`src/rtl/adder32_pkg.sv`:
```
// Shared types and width helpers for the adder32 accumulation stage.
package adder32_pkg;

  typedef enum logic [1:0] {
    IDLE  = 2'd0,
    ACCUM = 2'd1,
    DONE  = 2'd2
  } acc_state_t;

  // Wide enough that max_samples * (2^(nb_bits+1)-2) cannot wrap.
  function automatic int calc_acc_bits(input int nb_bits, input int max_samples);
    return nb_bits + 1 + $clog2(max_samples);
  endfunction

  function automatic int calc_len_bits(input int max_samples);
    return $clog2(max_samples + 1);
  endfunction

endpackage

```
`src/rtl/frame_counter.sv`:
```
// Frame length tracking: clamped target register, sample up-counter and
// terminal-count detect for the handshake that completes the frame.
module frame_counter
  import adder32_pkg::*;
#(
  parameter int max_samples = 16,
  parameter int len_bits    = calc_len_bits(max_samples)
) (
  input  logic                clk_i,
  input  logic                rst_i,
  input  logic                load_i,
  input  logic [len_bits-1:0] len_i,
  input  logic                inc_i,
  output logic [len_bits-1:0] count_o,
  output logic                target_zero_o,
  output logic                last_o
);

  localparam logic [len_bits-1:0] max_len = len_bits'(max_samples);

  logic [len_bits-1:0] target_q;
  logic [len_bits-1:0] count_q;
  logic [len_bits-1:0] target_d;

  assign target_d = (len_i > max_len) ? max_len : len_i;

  always_ff @(posedge clk_i or posedge rst_i) begin
    if (rst_i) begin
      target_q <= '0;
      count_q  <= '0;
    end else if (load_i) begin
      target_q <= target_d;
      count_q  <= '0;
    end else if (inc_i) begin
      count_q <= count_q + len_bits'(1);
    end
  end

  // Evaluated against the incoming length so a zero-length frame can skip ACCUM.
  assign target_zero_o = (len_i == '0);
  assign last_o        = inc_i && ((count_q + len_bits'(1)) == target_q);
  assign count_o       = count_q;

endmodule

```
`src/rtl/adder32_accumulator.sv`:
```
// Accumulates a programmable number of adder sum words into a widened total.
// Handshakes: a word moves on sum_valid_i & sum_ready_o at a rising edge; the
// result moves on acc_valid_o & acc_ready_i; valid never waits on ready.
module adder32_accumulator
  import adder32_pkg::*;
#(
  parameter  int nb_bits     = 32,
  parameter  int max_samples = 16,
  localparam int acc_bits    = calc_acc_bits(nb_bits, max_samples),
  localparam int len_bits    = calc_len_bits(max_samples)
) (
  input  logic                clk_i,
  input  logic                rst_i,
  input  logic                start_i,
  input  logic [len_bits-1:0] len_i,
  input  logic [nb_bits:0]    sum_i,
  input  logic                sum_valid_i,
  output logic                sum_ready_o,
  output logic [acc_bits-1:0] acc_o,
  output logic                acc_valid_o,
  input  logic                acc_ready_i,
  output logic                busy_o,
  output logic [len_bits-1:0] count_o,
  output acc_state_t          state_o
);

  acc_state_t          state_q;
  acc_state_t          state_d;
  logic [acc_bits-1:0] acc_q;
  logic                load;
  logic                accept;
  logic                target_zero;
  logic                last;

  assign load   = (state_q == IDLE) && start_i;
  assign accept = sum_valid_i && sum_ready_o;

  frame_counter #(
    .max_samples (max_samples),
    .len_bits    (len_bits)
  ) u_frame_counter (
    .clk_i         (clk_i),
    .rst_i         (rst_i),
    .load_i        (load),
    .len_i         (len_i),
    .inc_i         (accept),
    .count_o       (count_o),
    .target_zero_o (target_zero),
    .last_o        (last)
  );

  always_ff @(posedge clk_i or posedge rst_i) begin
    if (rst_i) begin
      state_q <= IDLE;
    end else begin
      state_q <= state_d;
    end
  end

  always_comb begin
    state_d = state_q;
    unique case (state_q)
      IDLE:    if (start_i)     state_d = target_zero ? DONE : ACCUM;
      ACCUM:   if (last)        state_d = DONE;
      DONE:    if (acc_ready_i) state_d = IDLE;
      default:                  state_d = IDLE;
    endcase
  end

  always_comb begin
    sum_ready_o = 1'b0;
    acc_valid_o = 1'b0;
    busy_o      = 1'b0;
    unique case (state_q)
      ACCUM: begin
        sum_ready_o = 1'b1;
        busy_o      = 1'b1;
      end
      DONE: begin
        acc_valid_o = 1'b1;
        busy_o      = 1'b1;
      end
      default: ;
    endcase
  end

  always_ff @(posedge clk_i or posedge rst_i) begin
    if (rst_i) begin
      acc_q <= '0;
    end else if (load) begin
      acc_q <= '0;
    end else if (accept) begin
      acc_q <= acc_q + acc_bits'(sum_i);
    end
  end

  assign acc_o   = acc_q;
  assign state_o = state_q;

endmodule

```
`config.mk`:
```
export PLATFORM = sky130hd
export DESIGN_NAME = adder32_accumulator
export DESIGN_NICKNAME = d
export VERILOG_FILES = /design/src/rtl/adder32_pkg.sv /design/src/rtl/frame_counter.sv /design/src/rtl/adder32_accumulator.sv
export SDC_FILE = /design/constraint.sdc
export NUM_CORES = 1
export LEC_CHECK = 0
export CAP_MARGIN = 20
export CORE_UTILIZATION = 56
export DETAILED_ROUTE_END_ITERATION = 8
export PLACE_DENSITY = 0.88
export SLEW_MARGIN = 25
export SYNTH_ARGS = -nofsm -noshare
export SYNTH_HDL_FRONTEND = slang
export SYNTH_SLANG_ARGS = --single-unit
```
`constraint.sdc`:
```
create_clock -name clk_i -period 6.13 [get_ports clk_i]
set_clock_uncertainty 0.15 [all_clocks]
set_input_delay 0.613 -clock clk_i [delete_from_list [all_inputs] [get_ports clk_i]]
set_output_delay 0.613 -clock clk_i [all_outputs]
set_load 0.1 [all_outputs]
```
==> impl_metrics.ini <==
[setup_path]
r2r-start = acc_o[0]
crit_path_start = sum_i[0]
reg2reg_to = acc_o[30]
critPathCapture = acc_o[30]
critPathKind = input port to flip-flop
end_kind = flip-flop
worstPathArrival_ps = 3280
rrSetupSlack_ps = 3230
required_ps = 6190
crit_path_start_kind = input port
r2r_cells = 10
crit_fanout = 3

[sta]
worst_slew_pin_slew_ps = 1010
relSlewSlack = 0.325
period_share = 0.524
max_freq_mhz = 311
setup_viol_count_final = 0
rsz0062_at_grt = no
setup_slack_ps = 2920
min_period_ps = 3210
tns_ps = 0
whs_ps = 365
slew_violations = 0
finalHoldViolCount = 0

[floorplanning]
core-area_um2 = 6830
die_h_um = 86.4
die_area_um2 = 7460
fp-row-count = 30
die_w_um = 86.4
initial_core_util = 0.584
io-pin-count = 90

[logic_synthesis]
synth.largest_area_cell = dfrtp_1
synth_async_sr_flop_share = 1.00
syn-num-nets = 571
post_synth_most_frequent_cells = nand2_1 (89), a21oi_1 (59), dfrtp_1 (49)
yosysSeqAreaShare = 0.307
ys_warn_count = 0
synth-edff-count = 0
syn_avg_cell_area_um2 = 8.14
postSynthCellCount = 490
synth_ff_type = dfrtp_1
syn_area_um2 = 3990
synth_most_common_cell = nand2_1
yosys.cell_types.count = 63
ys_ff_latch = 49
ys_top_cells_by_area = dfrtp_1 (31%), ha_1 (12%), nand2_1 (8.4%)
synth_top_cell_area_share = 0.307

[cts]
cts.sinks = 49
post-cts-setup-buffers = 0
clk_latency_ps = 320
cts_resized = 0
clk_path_buf_depth = 2
cts.hold.buffers_added = 0
cts_made_buffers = 5
cts-root-buf = clkbuf_8
cts_tree = done
cts_htree_levels = 2
clk_pin_slew_ps = 110

[global_routing]
grt_antenna_before_repair = 0
grt_pass1_vias = 3917
grt-ovfl-total = 0
grt_max_degree = 50
grt_first_pass_wirelength_um = 18000
track_usage = 0.304

[placed_design]
place_congestion = 0.900
io_buffers = 89
dpl_cell_area_um2 = 4950
dpl.cell_count = 660
pre_cts_ws_ps = 2670
dp_hpwl_um = 8070

[final_layout]
post-route-util = 0.739
stdcell_count = 668
layout-drive-gt1-share = 0.0472
area_growth_pct = 26.6
regArea_um2 = 1230
fin_area_um2 = 5050
num_antenna_cells = 0
fillerInstances = 568
multi_input_area_um2 = 2650
nNetsFinal = 652

[detailed_routing]
num_vias = 4045
wl_per_cell_um = 16.1
via_per_inst = 6.06
drt_iter0_drc = 252
ant_nets = 0
postRouteWirelength_um = 10800
drc = 0
first_pass_iters = 8

[power]
leakage_nw = 2.19
power_density_nw_per_um2 = 599
ir_worst_vdd_mv = 0.367
power_mw = 3.03

[run_status]
run_status = complete, no violations

[flow_run]
drv_cap = 0

[worst_hold_path]
min-delay-path-class = flip-flop to flip-flop
-- cells by family (layout without fill, tap and decap cells) --
family                     after synthesis  in the layout  synth area share
and+or+nand+nor                        194            194             0.225
AOI/OAI and AO/OA                      146            146             0.241
DFF                                     49             49             0.307
adders and majority gates               38             38             0.121
xor gates and xnor gates                31             31            0.0681
buffers and inverters                   28            110            0.0276
muxes                                    4              4            0.0100
-- worst max-delay path, cell delays in order --
cell             delay, ps
clkdlybuf4s50_1        410
ha_1                   230
fa_1                   400
a21oi_1                200
nand4b_1               180
a21boi_2               100
o2111ai_1              360
nand4_1                180
a41oi_1                320
mux2i_1                220
nand2_1                 60
-- power breakdown --
| group | total, mW | switching (mW) | internal (mW) |
|---|---|---|---|
| clock | 0.216 | 0.130 | 0.0858 |
| combinational | 2.26 | 1.61 | 0.652 |
| sequential | 0.549 | 0.108 | 0.441 |
-- routing by layer --
metal	routed length [um]	up-vias	GRT usage	share of wire
li1	-	1924	-	-
met1	4590	1890	0.400	0.43
met2	5110	199	0.509	0.47
met3	760	32	0.0400	0.071
met4	306	0	0.117	0.028
met5	0	-	0	0
-- how the worst min path moves through the flow --
| stage | from | end | slack (ps) | depth (start not counted) |
|---|---|---|---|---|
| finish | u_frame_counter.target_q[0] | u_frame_counter.target_q[0] | 360 | 2 |
| global route | u_frame_counter.target_q[4] | u_frame_counter.target_q[4] | 410 | 2 |
| CTS | u_frame_counter.target_q[0] | u_frame_counter.target_q[0] | 360 | 2 |
| detailed placement | u_frame_counter.target_q[0] | u_frame_counter.target_q[0] | 340 | 2 |
| global placement | u_frame_counter.target_q[3] | u_frame_counter.target_q[3] | 320 | 2 |
| floorplan | u_frame_counter.target_q[0] | u_frame_counter.target_q[0] | 310 | 2 |
-- state kept, by name, summed over array words and instances, names as in the netlist --
name / cells
acc_o: 37
u_frame_counter.count_o: 5
u_frame_counter.target_q: 5
state_o: 2
-- layout make-up --
class                           instances  area share
Clock buffer                            5      0.0136
Clock inverter                          3     0.00570
Inverter                               10     0.00793
Multi-Input combinational cell        413       0.525
Sequential cell                        49       0.243
Tap cell                               96      0.0238
Timing Repair Buffer                   92       0.181
-- cell usage in the layout, fill, tap and decap left out, types with 8 or more instances in the layout --
| cell type | Yosys | layout |
|---|---|---|
| a211oi_1 | 8 | 8 |
| a21o_1 | 12 | 12 |
| a21oi_1 | 59 | 59 |
| clkdlybuf4s50_1 | 0 | 89 |
| dfrtp_1 | 49 | 49 |
| ha_1 | 37 | 37 |
| inv_1 | 10 | 9 |
| nand2_1 | 89 | 89 |
| nand3_1 | 8 | 8 |
| nand4_1 | 10 | 10 |
| nor2_1 | 34 | 34 |
| nor3_1 | 17 | 17 |
| o21ai_0 | 30 | 30 |
| xnor2_1 | 18 | 18 |
| xor2_1 | 13 | 13 |
Note: power is estimated with default switching activity, not from simulation.
